`config.mk`:
```
export PLATFORM = sky130hd
export DESIGN_NAME = rom_sum_sequencer
export DESIGN_NICKNAME = d
export VERILOG_FILES = /design/src/rtl/rom_seq_pkg.sv /design/src/rtl/rom_seq_pipe.sv /design/src/rtl/rom_sum_sequencer.sv
export SDC_FILE = /design/constraint.sdc
export NUM_CORES = 1
export LEC_CHECK = 0
export ABC_AREA = 1
export BUFFER_PORTS_ARGS = -buffer_cell sky130_fd_sc_hd__clkbuf_2
export CAP_MARGIN = 10
export CORE_AREA = 2 2 137 139
export DETAILED_ROUTE_END_ITERATION = 8
export DIE_AREA = 0 0 139 141
export PLACE_DENSITY = 0.65
export SKIP_LAST_GASP = 1
export SYNTH_ARGS = -nofsm -noshare
export SYNTH_HDL_FRONTEND = slang
export SYNTH_SLANG_ARGS = --single-unit
```
`constraint.sdc`:
```
create_clock -name clk -period 5.75 [get_ports clk]
set_clock_uncertainty 0.2 [all_clocks]
set_input_delay 0.8625 -clock clk [delete_from_list [all_inputs] [get_ports clk]]
set_output_delay 0.8625 -clock clk [all_outputs]
set_load 0.03 [all_outputs]
```
`src/rtl/rom_seq_pkg.sv`:
```
// Shared types and default widths for the puzzle ROM sum sequencer.
package rom_seq_pkg;
  localparam int ROM_ADDR_W  = 8;
  localparam int ROM_DATA_W  = 32;
  localparam int ROM_ENTRIES = 204;

  typedef enum logic [1:0] {
    IDLE  = 2'd0,
    ISSUE = 2'd1,
    DRAIN = 2'd2,
    DONE  = 2'd3
  } rom_seq_state_t;
endpackage

```
`src/rtl/rom_seq_pipe.sv`:
```
// Fixed-depth {valid, data} delay line between ROM output and the accumulator.
module rom_seq_pipe #(
  parameter int DEPTH  = 3,
  parameter int DATA_W = 32
) (
  input  logic              clk,
  input  logic              rst,
  input  logic              in_vld,
  input  logic [DATA_W-1:0] in_data,
  output logic              tail_vld,
  output logic [DATA_W-1:0] tail_data,
  output logic              any_vld
);
  logic [DEPTH-1:0]             vld_pipe;
  logic [DEPTH-1:0][DATA_W-1:0] data_pipe;

  always_ff @(posedge clk) begin
    if (rst) begin
      vld_pipe  <= '0;
      data_pipe <= '0;
    end else begin
      vld_pipe[0]  <= in_vld;
      data_pipe[0] <= in_data;
      for (int i = 1; i < DEPTH; i++) begin
        vld_pipe[i]  <= vld_pipe[i-1];
        data_pipe[i] <= data_pipe[i-1];
      end
    end
  end

  assign tail_vld  = vld_pipe[DEPTH-1];
  assign tail_data = data_pipe[DEPTH-1];

  // The tail is consumed this edge, so only upstream stages keep the run alive.
  always_comb begin
    any_vld = 1'b0;
    for (int i = 0; i < DEPTH - 1; i++) any_vld = any_vld | vld_pipe[i];
  end
endmodule

```
`src/rtl/rom_sum_sequencer.sv`:
```
// Sweeps a ROM address window, pipes words to a wide accumulator, pulses done.
// Optional ROM_SEQ_MAX_EN adds a max_word output (largest word summed).
module rom_sum_sequencer
  import rom_seq_pkg::*;
#(
  parameter int ADDR_W     = ROM_ADDR_W,
  parameter int DATA_W     = ROM_DATA_W,
  parameter int ACC_W      = 32,
  parameter int PIPE_DEPTH = 3
) (
  input  logic              clk,
  input  logic              rst,
  input  logic              start,
  input  logic [ADDR_W-1:0] base_addr,
  input  logic [ADDR_W:0]   length,
  output logic [ADDR_W-1:0] rom_addr,
  input  logic [DATA_W-1:0] rom_data,
  output logic              busy,
  output logic              done,
  output logic [ACC_W-1:0]  result,
`ifdef ROM_SEQ_MAX_EN
  output logic [DATA_W-1:0] max_word,
`endif
  output logic              overflow
);
  rom_seq_state_t    state;
  logic [ADDR_W:0]   len_q;
  logic [ADDR_W:0]   cnt;
  logic [ACC_W-1:0]  acc;
  logic              tail_vld;
  logic [DATA_W-1:0] tail_data;
  logic              any_vld;
  logic [ACC_W:0]    sum;
  logic              last;

  rom_seq_pipe #(.DEPTH(PIPE_DEPTH), .DATA_W(DATA_W)) u_pipe (
    .clk       (clk),
    .rst       (rst),
    .in_vld    (state == ISSUE),
    .in_data   (rom_data),
    .tail_vld  (tail_vld),
    .tail_data (tail_data),
    .any_vld   (any_vld)
  );

  assign sum  = {1'b0, acc} + {1'b0, ACC_W'(tail_data)};
  assign last = (cnt == len_q - (ADDR_W+1)'(1));

  always_ff @(posedge clk) begin
    if (rst) begin
      state    <= IDLE;
      rom_addr <= '0;
      len_q    <= '0;
      cnt      <= '0;
      acc      <= '0;
      overflow <= 1'b0;
    end else begin
      if (tail_vld) begin
        acc <= sum[ACC_W-1:0];
        if (sum[ACC_W]) overflow <= 1'b1;
      end
      case (state)
        IDLE: if (start) begin
          acc      <= '0;
          overflow <= 1'b0;
          if (length != '0) begin
            state    <= ISSUE;
            len_q    <= length;
            cnt      <= '0;
            rom_addr <= base_addr;
          end else begin
            state <= DONE;
          end
        end
        ISSUE: begin
          cnt <= cnt + (ADDR_W+1)'(1);
          // Keep the last issued address on the bus once issue ends.
          if (last) state <= DRAIN;
          else      rom_addr <= rom_addr + ADDR_W'(1);
        end
        DRAIN: if (!any_vld) state <= DONE;
        default: state <= IDLE;
      endcase
    end
  end

`ifdef ROM_SEQ_MAX_EN
  always_ff @(posedge clk) begin
    if (rst)                                  max_word <= '0;
    else if (state == IDLE && start)          max_word <= '0;
    else if (tail_vld && tail_data > max_word) max_word <= tail_data;
  end
`endif

  assign busy   = (state == ISSUE) || (state == DRAIN);
  assign done   = (state == DONE);
  assign result = acc;
endmodule

```
# Yosys cells after proc, flatten, opt, wreduce, memory -nomap -nowiden
# Cells that the tools add are included.
[totals] regBits=160 inputBits=52 output_inout_bits=43
[classes] n_addsub=4 n_eq_ne=9 muxes=19 bitwise=1 reduce_logical=8
[ops] operator="2-to-1 mux 32 bit" n=3
[ops] operator="adder 32 x 32 -> 33 bit" n=1
[ops] operator="2-to-1 mux 8 bit" n=3
[ops] operator="2-to-1 mux 9 bit" n=2
[ops] operator="one-hot mux 9 bit (2 select lines)" n=1
[ops] operator="one-hot mux 8 bit (2 select lines)" n=1
[ops] operator="inequality test 2 bit, second input constant" n=5
[ops] operator="adder 9 x 1 -> 9 bit, second input constant" n=1
[ops] operator="== test 9 bit" n=1
[ops] operator="AND reduction 3 bit" n=3
[ops] operator="nonzero test 9 bit" n=1
[ops] operator="subtractor 9 x 1 -> 9 bit, second input constant" n=1
[ops] operator="adder 8 x 1 -> 8 bit, second input constant" n=1
[ops] operator="2-to-1 mux 2 bit" n=4
[ops] operator="one-hot mux 2 bit (3 select lines)" n=1
[ops] operator="== test 2 bit, second input constant" n=2
[ops] operator="2-to-1 mux 1 bit" n=4
[ops] operator="AND reduction 4 bit" n=1
[ops] operator="== test 2 x 1 -> 1 bit, second input constant" n=1
[ops] operator="logical NOT 2 bit" n=1
[ops] operator="nonzero test 2 bit" n=1
[ops] operator="logical OR 1 bit" n=1
[ops] operator="bitwise OR 1 bit" n=1

# Depth between registers and ports, before layout
[depth] ltp_word=5 depth_mapped=15 depth_no_buf=15

# Cells and area by module
# Synthesis repeated with hierarchy kept, for this count alone.
[unflattened] cells_unflattened=1231 hier_area_um2=8264.2
[by_module_without_submodules] module="rom_sum_sequencer" n_inst=1 cells_each=890 area_per_inst_um2=5221.3
[by_module_without_submodules] module="rom_seq_pipe" n_inst=1 cells_each=341 area_per_inst_um2=3042.9

# Least setup slack after synthesis
# OpenSTA, ideal clock, no wires.
[synth_path] path_type="reg2reg" from="register acc[0], in the netlist result[0]" to="register acc[14], in the netlist result[14]" setup_time_ps=115 arrival_ps=1855 required_time_ps=5435 setup_slack_ps=3579 path_stages_with_launch=12 path_cell_list="dfxtp_1 > ha_1 > fa_1 > nand2_1 > o21ai_2 > nand2_1 > nand2_1 > nand2_1 > nand2_1 > xor2_1 > o21ai_0 > inv_1"
[synth_via] elab_chain_len=4
[synth_lines] element="start, declared" line_no="rom_sum_sequencer.sv:29" source="logic [ACC_W-1:0] acc;"
[synth_lines] element="start signal, assigned" line_no="rom_sum_sequencer.sv:59" source="acc <= sum[ACC_W-1:0];"
[synth_lines] element="adder 32 x 32 -> 33 bit *" line_no="rom_sum_sequencer.sv:46" source="assign sum = {1'b0, acc} + {1'b0, ACC_W'(tail_data)};"
[synth_lines] element="2-to-1 mux 32 bit *" line_no="rom_sum_sequencer.sv:58" source="if (tail_vld) begin"
[synth_lines] element="2-to-1 mux 32 bit" line_no="rom_sum_sequencer.sv:63" source="IDLE: if (start) begin"
[synth_lines] element="2-to-1 mux 32 bit *" line_no="rom_sum_sequencer.sv:62" source="case (state)"
# Every way passes the cells marked *; elsewhere a longest branch is shown, timed or not.
# A chain may end at the register's enable or synchronous reset.

# Worst setup path in the final report
[layout_path] from="register state[0]" to="register acc[11], in the netlist result[11]"
[layout_via] elab_chain_len=2
[layout_lines] element="start, declared" line_no="rom_sum_sequencer.sv:26" source="rom_seq_state_t state;"
[layout_lines] element="start signal, assigned" line_no="rom_sum_sequencer.sv:51" source="state <= IDLE;"
[layout_lines] element="start signal, assigned" line_no="rom_sum_sequencer.sv:67" source="state <= ISSUE;"
[layout_lines] element="start signal, assigned" line_no="rom_sum_sequencer.sv:72" source="state <= DONE;"
[layout_lines] element="logical NOT 2 bit" line_no="rom_sum_sequencer.sv:62"
[layout_lines] element="2-to-1 mux 32 bit" line_no="rom_sum_sequencer.sv:62"
# No other way between the ends.

==> out/metrics.csv <==
metric,value,unit
status,"complete, no violations",
final net count,1400,
NetSw,1.038,mW
"commonest non-fill, non-tap cells in the layout","inv_1 (254), nor2_1 (238), nand2_1 (230), dfxtp_1 (159), clkbuf_2 (93)",
vias in the first global route,6699,
maximum vdd ir drop,233.9,uV
initial antenna violation count,0,
"Net Count, Synth",1312,
endpoint of the worst-slack reg-to-reg timing path,result[11],
internal power contribution,2.136,mW
Mapped Area,0.008064,mm2
WL final,18890,um
pin count of the biggest net entering global routing,66,
overall overflow remaining after global route,0,
global-route total usage across every layer,19.70,%
Worst R2R Start,state[0],
slack of the worst reg-to-reg path,2.99,ns
Critical Path Start Type,flop,
share of total power consumed by net switching,32.69,%
post-cts gate resize count,0,
count of cell types in the netlist,35,
# Post-CTS Setup Buffers,0,
Worst Path Max Fanout,23,
Fmax,362.4,MHz
clock-pin slew of the registers on the worst-case setup and hold paths,0.06,ns
fraction of the yosys area taken by sequential cells,39.72,%
MaxCap Viol Count,0,
clock sink count,160,
worst-case setup margin in the final layout,2.991,ns
class of the tightest hold or removal check,reg2reg,
setup repair after global routing missed its margin,no,
average cell area after synthesis,6.615,um2
most used flip-flop cell after synthesis,dfxtp_1,
core footprint,0.01827,mm2
Yosys warning total,0,
DP Area,0.008740,mm2
non-filler cells in the finished layout,1554,
area growth from synthesis to layout,15.92,%
proportion of power drawn by flip-flops and latches,40.9,%
post-route cell area,0.009348,mm2
minimum clock period,2.759,ns
iteration count of the initial detailed-routing pass,5,
number of CTS-inserted buffers,17,
required time of the critical path,5.92,ns
"Hold-fix buffers, CTS",0,
"most common cell after layout, fill and taps aside",inv_1,
number of endpoints failing setup at the final stage,0,
wire length per cell,12.16,um
Rows,50,
cells on worst reg2reg path,9,
cell count after placement,1522,
Max clock buf depth,2,
Sum Neg Setup Slack,0,ns
detailed placement HPWL,14450,um
start-to-end type of the worst setup path,reg2reg,
clock latency on the worst-skew pair,0.43,ns
# IOs,95,
Horiz. Die Dim,139,um
worst slew pin tran,1.132,ns
CP max stage delay,0.60,ns
Seq cells post-synth,160,
critical path capture point type,flop,
worst slew slack as a fraction of its limit,24.52,%
final antenna-violating net count,0,
logic depth of the worst setup path including buffers,9,
power share of the combinational group,23.1,%
endpoints failing hold,0,
largest cells by area after synthesis,"dfxtp_1 (40%), inv_1 (12%), nor2_1 (11%)",
total DRC errors in the routed layout,0,
count of flip-flops with a built-in enable after synthesis,0,
share of Yosys cell area claimed by the top area cell type,39.72,%
layout cell share with drive strength beyond 1,10.83,%
via count,7287,
Pleak,4.807,nW
crit path from,state[0],
last weighted congestion value of the routability-driven placer,0.9396,
depth of the CTS H-tree,4,
"critical path, cell by cell",inv_1 > ha_1 > nand2_1 > inv_1 > nor2_1 > inv_1 > nor2_1 > o21ai_0 > inv_1,
gate family responsible for the most delay along the worst path,simple AND/OR/NAND/NOR gates,
Buffers & Inverters on Critical Path,4,
height of the die,141,um
clock root buffer,clkbuf_16,
area of the die,0.01960,mm2
number of inserted diodes,0,
CTS tree,done,
Synth Instances,1219,
termination of the worst setup path,result[11],
Placement Setup Slack,2.548,ns
ratio of total power to cell area,339.5,mW/mm2
initial detailed-routing violation count,493,
crit-path most repeated cell,inv_1,
first-pass GRT wire length,31710,um
data arrival time of the worst path,2.93,ns
fraction of registers with async set or reset after synthesis,0,%
number of buffer cells added on primary ports,94,
Final Max Slew Viols,0,
slowest stage cell on the critical path,inv_1,
final worst-path cycle share,47.99,%
Clk network pwr share,36.0,%
starting density of the core,44.14,%
cell type contributing the most total cell area after synthesis,dfxtp_1,
mean number of vias per cell,4.689,
power groups by stage:
stage | logic, mW | registers (mW) | clock network [mW]
after CTS | 0.736 | 1.30 | 1.17
after global routing | 0.842 | 1.31 | 1.22
after detailed placement | 0.732 | 1.32 | 0
after global placement | 0.723 | 1.32 | 0
after floorplan | 0.506 | 1.36 | 0
final | 0.734 | 1.30 | 1.14
sequential cells by signal, indices dropped and copies added (netlist names):
name / cells
u_pipe.vld_pipe: 3
len_q: 9
overflow: 1
cnt: 9
u_pipe.data_pipe: 64
state: 2
u_pipe.tail_data: 32
result: 32
rom_addr: 8
layout make-up:
cell class                      instances  area (um2)
Timing Repair Buffer                   95       480.5
Sequential cell                       160        3204
Tap cell                              234       292.8
Multi-Input combinational cell        778        3805
Fill cell                            1860        8920
Inverter                              255       957.2
Clock buffer                           21       480.5
Clock inverter                         11       127.6
tightest hold or removal path, delay by kind of cell (launching register included):
family / cells / cell delay [ns]
buffers and inverters: 1 / 0.04
flip-flops: 1 / 0.29
AND/OR/NAND/NOR: 1 / 0.03
metrics by stage:
stage,hold WS [ns],total power [mW],utilization [%]
floorplan,0.1883,1.869,-
detailed placement,0.1917,2.053,47.84
global placement,0.1886,2.044,47.84
global route,0.2078,3.369,51.17
finish,0.1970,3.174,51.17
CTS,0.2005,3.204,51.17
cells by family after synthesis:
kind of cell	after synthesis	share of synthesized area [%]
AND/OR/NAND/NOR	589	29.99
buffers and inverters	281	13.10
flip-flops	160	39.72
AO/OA/AOI/OAI	130	8.782
adder cells (fa/ha/maj)	41	6.455
XOR/XNOR	18	1.955
per-layer routing:
layer / GRT usage (%) / part of all wire [%] / vias up
li1: - / - / 3900
met1: 26.09 / 49 / 3237
met2: 32.85 / 45 / 129
met3: 4.144 / 4.9 / 21
met4: 5.210 / 1.1 / 0
met5: 0 / 0 / -
cells in the mapped netlist (3+ instances only):
library cell and instances:
ha_1 40, clkbuf_1 23, nand4_1 10, nor2_1 238
nand3_1 81, inv_1 254, xor2_1 13, xnor2_1 5
o211ai_1 10, a31oi_1 3, nor3_1 15, o21ai_1 3
nand2_1 230, nand2_2 4, o21ai_0 54, dfxtp_1 160
a21oi_1 52
worst min-delay path by stage:
stage,startpoint,to,slack [ns],cells after the start
after detailed placement,u_pipe.data_pipe[8],u_pipe.data_pipe[40],0.19,2
final,u_pipe.data_pipe[24],u_pipe.data_pipe[56],0.20,2
after global placement,u_pipe.data_pipe[13],u_pipe.data_pipe[45],0.19,2
after global routing,u_pipe.data_pipe[40],u_pipe.tail_data[8],0.21,2
after floorplan,u_pipe.data_pipe[0],u_pipe.data_pipe[32],0.19,2
after CTS,u_pipe.data_pipe[24],u_pipe.data_pipe[56],0.20,2
(Power assumes the default switching activity.)
